$ cat src/rtl/fetch_if.sv
// Fetch-stage bundle: instruction-memory handshake, control-stage redirect/stall
// inputs and the registered instruction/PC pair presented to decode.
// master: the fetch controller. slave: the surrounding memory/core environment.
interface fetch_if;
    logic        imem_req;
    logic [31:0] imem_addr;
    logic        imem_gnt;
    logic        imem_rvalid;
    logic [31:0] imem_rdata;
    logic        stall;
    logic        redirect;
    logic [31:0] redirect_pc;
    logic        if_valid;
    logic [31:0] if_pc;
    logic [31:0] if_instr;
    logic        fetch_misaligned;

    modport master (
        output imem_req, imem_addr, if_valid, if_pc, if_instr, fetch_misaligned,
        input  imem_gnt, imem_rvalid, imem_rdata, stall, redirect, redirect_pc
    );

    modport slave (
        input  imem_req, imem_addr, if_valid, if_pc, if_instr, fetch_misaligned,
        output imem_gnt, imem_rvalid, imem_rdata, stall, redirect, redirect_pc
    );
endinterface

$ cat src/rtl/fetch_ctrl.sv
// Instruction-fetch sequencer: owns the program counter, issues one imem request
// at a time, presents a registered instruction/PC pair to decode and applies
// branch/jump redirects, squashing a response that is still in flight.
// Optional feature macro: MISALIGN_TRAP_EN -- a redirect to a non-word-aligned
// target fetches from TRAP_VEC and pulses fetch_misaligned for one cycle.
// Without it, target bits [1:0] are dropped and fetch_misaligned is held at 0.
module fetch_ctrl #(
    parameter logic [31:0] RESET_VEC = 32'h0000_0000
`ifdef MISALIGN_TRAP_EN
   ,parameter logic [31:0] TRAP_VEC  = 32'h0000_0100
`endif
) (
    input  logic     clk,
    input  logic     rst,
    fetch_if.master  bus
);

    typedef enum logic [1:0] {
        ST_IDLE = 2'd0,
        ST_REQ  = 2'd1,
        ST_WAIT = 2'd2,
        ST_OUT  = 2'd3
    } state_t;

    state_t      state_r;
    logic [31:0] fetch_pc_r;
    logic        kill_r;
    logic        imem_req_r;
    logic        if_valid_r;
    logic [31:0] if_pc_r;
    logic [31:0] if_instr_r;
    logic [31:0] redirect_tgt_s;

    // Word-align a byte address by dropping its two low bits.
    function automatic logic [31:0] align_pc(input logic [31:0] pc);
        return pc & 32'hFFFF_FFFC;
    endfunction

`ifdef MISALIGN_TRAP_EN
    logic redirect_bad_s;
    logic misaligned_r;

    // Select the redirect fetch address; a misaligned target diverts to the trap vector.
    always_comb begin
        redirect_bad_s = (bus.redirect_pc[1:0] != 2'b00);
        if (redirect_bad_s) begin
            redirect_tgt_s = TRAP_VEC;
        end else begin
            redirect_tgt_s = bus.redirect_pc;
        end
    end

    // One-cycle flag for a redirect whose target was not word aligned.
    always_ff @(posedge clk or posedge rst) begin
        if (rst) begin
            misaligned_r <= 1'b0;
        end else begin
            misaligned_r <= bus.redirect & redirect_bad_s;
        end
    end

    assign bus.fetch_misaligned = misaligned_r;
`else
    // Select the redirect fetch address; low bits are silently dropped.
    always_comb begin
        redirect_tgt_s = align_pc(bus.redirect_pc);
    end

    assign bus.fetch_misaligned = 1'b0;
`endif

    // Fetch FSM: state, program counter, squash flag and registered decode outputs.
    always_ff @(posedge clk or posedge rst) begin
        if (rst) begin
            state_r    <= ST_IDLE;
            fetch_pc_r <= RESET_VEC;
            kill_r     <= 1'b0;
            imem_req_r <= 1'b0;
            if_valid_r <= 1'b0;
            if_pc_r    <= 32'h0000_0000;
            if_instr_r <= 32'h0000_0000;
        end else if (bus.redirect) begin
            // Redirect beats stall and every other event; the last target wins.
            fetch_pc_r <= redirect_tgt_s;
            if_valid_r <= 1'b0;
            case (state_r)
                ST_REQ: begin
                    if (bus.imem_gnt) begin
                        // Old-address request already accepted: squash its response.
                        state_r    <= ST_WAIT;
                        kill_r     <= 1'b1;
                        imem_req_r <= 1'b0;
                    end else begin
                        state_r    <= ST_REQ;
                        imem_req_r <= 1'b1;
                    end
                end
                ST_WAIT: begin
                    if (bus.imem_rvalid) begin
                        // Response arrives now and is dropped; nothing left in flight.
                        state_r    <= ST_REQ;
                        kill_r     <= 1'b0;
                        imem_req_r <= 1'b1;
                    end else begin
                        state_r    <= ST_WAIT;
                        kill_r     <= 1'b1;
                        imem_req_r <= 1'b0;
                    end
                end
                default: begin
                    // IDLE and OUT have nothing outstanding: refetch directly.
                    state_r    <= ST_REQ;
                    imem_req_r <= 1'b1;
                end
            endcase
        end else begin
            case (state_r)
                ST_IDLE: begin
                    state_r    <= ST_REQ;
                    imem_req_r <= 1'b1;
                end
                ST_REQ: begin
                    if (bus.imem_gnt) begin
                        state_r    <= ST_WAIT;
                        imem_req_r <= 1'b0;
                    end else begin
                        state_r    <= ST_REQ;
                        imem_req_r <= 1'b1;
                    end
                end
                ST_WAIT: begin
                    if (bus.imem_rvalid) begin
                        if (kill_r) begin
                            state_r    <= ST_REQ;
                            kill_r     <= 1'b0;
                            imem_req_r <= 1'b1;
                        end else begin
                            if_instr_r <= bus.imem_rdata;
                            if_pc_r    <= fetch_pc_r;
                            if_valid_r <= 1'b1;
                            fetch_pc_r <= fetch_pc_r + 32'd4;
                            state_r    <= ST_OUT;
                        end
                    end else begin
                        state_r <= ST_WAIT;
                    end
                end
                ST_OUT: begin
                    if (!bus.stall) begin
                        if_valid_r <= 1'b0;
                        state_r    <= ST_REQ;
                        imem_req_r <= 1'b1;
                    end else begin
                        state_r <= ST_OUT;
                    end
                end
                default: begin
                    state_r    <= ST_IDLE;
                    kill_r     <= 1'b0;
                    imem_req_r <= 1'b0;
                    if_valid_r <= 1'b0;
                end
            endcase
        end
    end

    assign bus.imem_req  = imem_req_r;
    assign bus.imem_addr = fetch_pc_r;
    assign bus.if_valid  = if_valid_r;
    assign bus.if_pc     = if_pc_r;
    assign bus.if_instr  = if_instr_r;

endmodule

$ cat src/flat_wrapper.sv
// flat-port wrapper written by rule: the top's interface ports become plain ports
module fetch_ctrl_flat 
#(
    parameter logic [31:0] RESET_VEC = 32'h0000_0000

)
  (clk, rst, bus_imem_req, bus_imem_addr, bus_if_valid, bus_if_pc, bus_if_instr, bus_fetch_misaligned, bus_imem_gnt, bus_imem_rvalid, bus_imem_rdata, bus_stall, bus_redirect, bus_redirect_pc);
  fetch_if bus_i ();
  input  logic clk;
  input  logic rst;
  output wire logic [$bits(bus_i.imem_req)-1:0] bus_imem_req;
  output wire logic [$bits(bus_i.imem_addr)-1:0] bus_imem_addr;
  output wire logic [$bits(bus_i.if_valid)-1:0] bus_if_valid;
  output wire logic [$bits(bus_i.if_pc)-1:0] bus_if_pc;
  output wire logic [$bits(bus_i.if_instr)-1:0] bus_if_instr;
  output wire logic [$bits(bus_i.fetch_misaligned)-1:0] bus_fetch_misaligned;
  input wire logic [$bits(bus_i.imem_gnt)-1:0] bus_imem_gnt;
  input wire logic [$bits(bus_i.imem_rvalid)-1:0] bus_imem_rvalid;
  input wire logic [$bits(bus_i.imem_rdata)-1:0] bus_imem_rdata;
  input wire logic [$bits(bus_i.stall)-1:0] bus_stall;
  input wire logic [$bits(bus_i.redirect)-1:0] bus_redirect;
  input wire logic [$bits(bus_i.redirect_pc)-1:0] bus_redirect_pc;
  assign bus_imem_req = bus_i.imem_req;
  assign bus_imem_addr = bus_i.imem_addr;
  assign bus_if_valid = bus_i.if_valid;
  assign bus_if_pc = bus_i.if_pc;
  assign bus_if_instr = bus_i.if_instr;
  assign bus_fetch_misaligned = bus_i.fetch_misaligned;
  assign bus_i.imem_gnt = bus_imem_gnt;
  assign bus_i.imem_rvalid = bus_imem_rvalid;
  assign bus_i.imem_rdata = bus_imem_rdata;
  assign bus_i.stall = bus_stall;
  assign bus_i.redirect = bus_redirect;
  assign bus_i.redirect_pc = bus_redirect_pc;
  fetch_ctrl #(.RESET_VEC(RESET_VEC)) u_core (.clk(clk), .rst(rst), .bus(bus_i));
endmodule
$ cat config.mk
export PLATFORM = sky130hd
export DESIGN_NAME = fetch_ctrl_flat
export DESIGN_NICKNAME = d
export VERILOG_FILES = /design/src/rtl/fetch_if.sv /design/src/rtl/fetch_ctrl.sv /design/src/flat_wrapper.sv
export SDC_FILE = /design/constraint.sdc
export NUM_CORES = 1
export LEC_CHECK = 0
export BUFFER_PORTS_ARGS = -buffer_cell sky130_fd_sc_hd__buf_4
export CORE_MARGIN = 2
export CORE_UTILIZATION = 49
export DETAILED_ROUTE_END_ITERATION = 10
export HOLD_SLACK_MARGIN = 0.15
export PLACE_DENSITY_LB_ADDON = 0.12
export SLEW_MARGIN = 0
export SYNTH_ARGS = -nofsm -noshare
export SYNTH_HDL_FRONTEND = slang
export SYNTH_SLANG_ARGS = --single-unit
$ cat constraint.sdc
create_clock -name clk -period 3.24 [get_ports clk]
set_input_delay 0 -clock clk [delete_from_list [all_inputs] [get_ports clk]]
set_output_delay 0 -clock clk [all_outputs]
set_load 0.005 [all_outputs]
==> impl_metrics.prom <==
# TYPE chip_impl_metric gauge
chip_impl_metric{name="net_sw_power",unit="uW"} 1140
chip_impl_metric{name="critical_path_required",unit="ns"} 3.55
chip_impl_metric{name="synth_edf_count",unit=""} 0
chip_impl_metric{name="floorplan.die.width",unit="um"} 100
chip_impl_metric{name="routedWlPerCell",unit="um"} 16.5
chip_impl_info{name="root_buffer_cell",value="sky130_fd_sc_hd__clkbuf_8"} 1
chip_impl_metric{name="max_freq",unit="GHz"} 0.399
chip_impl_metric{name="synth.lib_cells_used.distinct",unit=""} 42
chip_impl_metric{name="final_core_util",unit=""} 0.758
chip_impl_info{name="reg2reg_from",value="u_core.state_r[0]"} 1
chip_impl_metric{name="pwr-share-comb",unit=""} 0.336
chip_impl_metric{name="max_cap_viol_count",unit=""} 0
chip_impl_metric{name="grt_first_pass_wirelength",unit="um"} 19800
chip_impl_metric{name="globalRouteOverflowTotal",unit=""} 0
chip_impl_metric{name="synth_area_per_cell",unit="sq um"} 11.8
chip_impl_info{name="setup_repair_after_global_routing_missed_its_margin",value="no"} 1
chip_impl_metric{name="area_growth",unit="%"} 52.6
chip_impl_metric{name="design.final.nets",unit=""} 706
chip_impl_metric{name="drtIter0Drc",unit=""} 181
chip_impl_metric{name="buffer_levels_on_the_longest_clock_path",unit=""} 2
chip_impl_metric{name="synth_seq_area_share",unit=""} 0.536
chip_impl_info{name="critical_path_class",value="reg -> reg"} 1
chip_impl_metric{name="setup-tns-final",unit="ns"} 0
chip_impl_metric{name="min_period",unit="ns"} 2.51
chip_impl_metric{name="worst_slew_margin_rel",unit=""} 0.253
chip_impl_metric{name="floorplan.rows",unit=""} 35
chip_impl_metric{name="seqCellArea",unit="sq um"} 2430
chip_impl_metric{name="count_of_final_setup_violators",unit=""} 0
chip_impl_metric{name="max_slew.worst_pin.slew",unit="ns"} 1.12
chip_impl_metric{name="dp.final_hpwl",unit="um"} 7650
chip_impl_metric{name="crit_fanout",unit=""} 9
chip_impl_metric{name="die_h",unit="um"} 100
chip_impl_metric{name="proportion_of_synthesized_flip_flops_having_asynchronous_set_or_reset",unit=""} 1.00
chip_impl_metric{name="numCtsBuffers",unit=""} 9
chip_impl_metric{name="grt_start_max_net_pins",unit=""} 44
chip_impl_metric{name="gp_congestion",unit=""} 0.809
chip_impl_metric{name="insertion_delay",unit="ns"} 0.36
chip_impl_metric{name="worst-endpoint-arrival",unit="ns"} 2.81
chip_impl_metric{name="remaining_drc_errors",unit=""} 0
chip_impl_metric{name="number_of_antenna_violations_at_the_first_check_in_global_routing",unit=""} 0
chip_impl_metric{name="viasPerCell",unit=""} 5.40
chip_impl_metric{name="post_synth_inst_count",unit=""} 385
chip_impl_metric{name="grt_pass1_vias",unit=""} 4022
chip_impl_info{name="end_kind",value="flip-flop"} 1
chip_impl_metric{name="number_of_routed_nets_with_antenna_violations",unit=""} 0
chip_impl_metric{name="initial_core_util",unit=""} 0.497
chip_impl_metric{name="io_port_bufs",unit=""} 161
chip_impl_metric{name="pin_count",unit=""} 169
chip_impl_metric{name="synthesis.yosys.warnings",unit=""} 0
chip_impl_metric{name="cts.htree.levels",unit=""} 3
chip_impl_info{name="cp-start-kind",value="flip-flop"} 1
chip_impl_metric{name="die-area",unit="sq um"} 10000
chip_impl_metric{name="multi_input_area",unit="sq um"} 1940
chip_impl_metric{name="core_area",unit="sq um"} 9110
chip_impl_metric{name="synth_seq_cells",unit=""} 97
chip_impl_info{name="outcome",value="complete, no violations"} 1
chip_impl_metric{name="fin_skew",unit="ns"} 0.0105
chip_impl_metric{name="post_cts.repair.setup_buffers",unit=""} 0
chip_impl_metric{name="power_frac_seq",unit=""} 0.462
chip_impl_metric{name="drv_slew",unit=""} 0
chip_impl_info{name="tritoncts_clock_tree",value="done"} 1
chip_impl_metric{name="groute.usage.overall",unit=""} 0.247
chip_impl_metric{name="filler_cell_count",unit=""} 605
chip_impl_metric{name="post_route_cells_drive_above_1_share",unit=""} 0.394
chip_impl_metric{name="clock_power_share",unit=""} 0.202
chip_impl_metric{name="dr.pass1.iters",unit=""} 4
chip_impl_info{name="yosys_most_used_dff",value="sky130_fd_sc_hd__dfrtp_1"} 1
chip_impl_metric{name="post_cts_resized",unit=""} 0
chip_impl_metric{name="final_antenna_diode_count",unit=""} 0
chip_impl_metric{name="internal_cell_power",unit="uW"} 2770
chip_impl_metric{name="clk_transition_reported_paths",unit="ns"} 0.10
chip_impl_metric{name="timing_hold_violations_final",unit=""} 0
chip_impl_metric{name="power.share.switching",unit=""} 0.292
chip_impl_metric{name="clock-sinks",unit=""} 97
chip_impl_info{name="min_path_type",value="in -> async"} 1
chip_impl_metric{name="routed_wirelength",unit="um"} 12300
chip_impl_metric{name="p_leak",unit="uW"} 0.00323
chip_impl_metric{name="cellPowerDensity",unit="nW/um^2"} 566
chip_impl_metric{name="power.ir.vdd_worst",unit="mV"} 0.317
chip_impl_metric{name="routed-via-count",unit=""} 4024
chip_impl_metric{name="fin_crit_sh",unit=""} 0.774
chip_impl_metric{name="synth_area",unit="sq um"} 4530
chip_impl_info{name="worst_setup_sp",value="u_core.state_r[0]"} 1
## power groups by stage
stage          registers, uW  clock network [uW]  logic [uW]
6_report                1810                 791        1310
5_1_grt                 1860                 842        1440
4_1_cts                 1800                 804        1310
3_5_place_dp            1820                   0        1200
3_3_place_gp            1800                   0        1170
2_1_floorplan           1810                   0         498
## synthesized netlist by cell type (all sizes together) (3+ instances only)
library cell / number / area (sq um)
a21o: 3 / 22.5
a22oi: 3 / 22.5
a31oi: 15 / 93.8
and2: 3 / 18.8
and4: 6 / 52.6
buf: 15 / 96.3
clkbuf: 13 / 48.8
dfrtp: 97 / 2430
ha: 6 / 75.1
inv: 10 / 37.5
mux2: 62 / 698
nand2: 26 / 100
nand3: 16 / 80.1
nand4: 10 / 62.6
nor2: 15 / 56.3
nor3: 5 / 30.0
o211ai: 7 / 52.6
o21ai: 11 / 55.1
o31ai: 15 / 113
or4: 21 / 161
xnor2: 3 / 26.3
xor2: 5 / 43.8
## placed cells by master (no fill, tap or decap), types with 6 or more instances in the layout
cell / n
sky130_fd_sc_hd__a31oi_1: 15
sky130_fd_sc_hd__and4_1: 6
sky130_fd_sc_hd__buf_4: 165
sky130_fd_sc_hd__clkbuf_8: 9
sky130_fd_sc_hd__dfrtp_1: 97
sky130_fd_sc_hd__dlygate4sd3_1: 93
sky130_fd_sc_hd__ha_1: 6
sky130_fd_sc_hd__inv_1: 9
sky130_fd_sc_hd__mux2_2: 62
sky130_fd_sc_hd__nand2_1: 25
sky130_fd_sc_hd__nand3_1: 16
sky130_fd_sc_hd__nand4_1: 10
sky130_fd_sc_hd__nor2_1: 15
sky130_fd_sc_hd__o211ai_1: 7
sky130_fd_sc_hd__o21ai_0: 11
sky130_fd_sc_hd__o31ai_1: 15
sky130_fd_sc_hd__or4_1: 20
## registers in the layout (all words and copies together), names as in the netlist
signal,count
u_core.kill_r,1
u_core.bus.if_valid,1
u_core.bus.if_instr,32
u_core.bus.imem_req,1
u_core.bus.if_pc,30
u_core.bus.imem_addr,30
u_core.state_r,2
## per-layer routing
| layer | vias to the layer above | wire [um] | GRT usage | share of wire |
|---|---|---|---|---|
| li1 | 1903 | - | - | - |
| met5 | - | 0 | 0 | 0 |
| met3 | 23 | 663 | 0.0355 | 0.054 |
| met4 | 0 | 281 | 0.0938 | 0.023 |
| met1 | 1958 | 5220 | 0.328 | 0.43 |
| met2 | 140 | 6100 | 0.413 | 0.50 |
## critical path, cell delays in order (launching register included)
cell,delay [ns]
sky130_fd_sc_hd__dfrtp_1,0.41
sky130_fd_sc_hd__inv_1,0.11
sky130_fd_sc_hd__ha_1,0.31
sky130_fd_sc_hd__and4b_2,0.36
sky130_fd_sc_hd__nand4_1,0.32
sky130_fd_sc_hd__xor2_1,0.24
sky130_fd_sc_hd__o21ai_0,0.15
sky130_fd_sc_hd__dlygate4sd3_1,0.56
## repair_timing
action,4_1_cts,5_1_grt
hold buffers,93,0
setup endpoints to repair,0,0
hold endpoints to repair,108,0
## path summary, 6_finish.rpt
| kind | to | slack, ns | cells past startpoint |
|---|---|---|---|
| max in group asynchronous | u_core.bus.if_pc[14] | 2.14 | 4 |
| worst min register to register | u_core.bus.if_instr[27] | 0.51 | 1 |
| worst max-delay path | u_core.bus.imem_addr[10] | 0.73 | 7 |
| worst max register to register | u_core.bus.imem_addr[10] | 0.73 | 7 |
| worst min-delay path | u_core.bus.if_instr[23] | 0.25 | 3 |
| min in group clk | u_core.bus.if_instr[20] | 0.41 | 3 |
## stage by stage
step	power [uW]	hold slack [ns]	instances	area, sq um	setup slack, ns
2_1_floorplan	2310	0.120	389	4540	0.706
3_3_place_gp	2970	0.0917	637	5780	0.959
3_5_place_dp	3020	0.0929	637	5780	0.852
4_1_cts	3910	0.254	745	6900	0.731
5_1_grt	4140	0.299	745	6900	0.524
6_report	3910	0.250	745	6900	0.731
## layout make-up
cell class | count | area share
well taps | 111 | 0.0201
flip-flops and latches | 97 | 0.352
inverters | 10 | 0.00580
multi-input cells | 254 | 0.281
repair buffers | 258 | 0.314
clock inverters | 6 | 0.00979
clock buffers | 9 | 0.0179
## cells by family (layout without fill, tap and decap cells)
logic type	Yosys count	after routing	share of synthesized area
xor+xnor	8	8	0.0155
compound gates	59	59	0.0879
buf+inv	38	283	0.0404
flops	97	97	0.536
simple gates	112	112	0.144
other cells	1	5	0.000829
fa+ha+maj	6	6	0.0166
mux	64	64	0.159
Power figures use the tool's default switching activity.
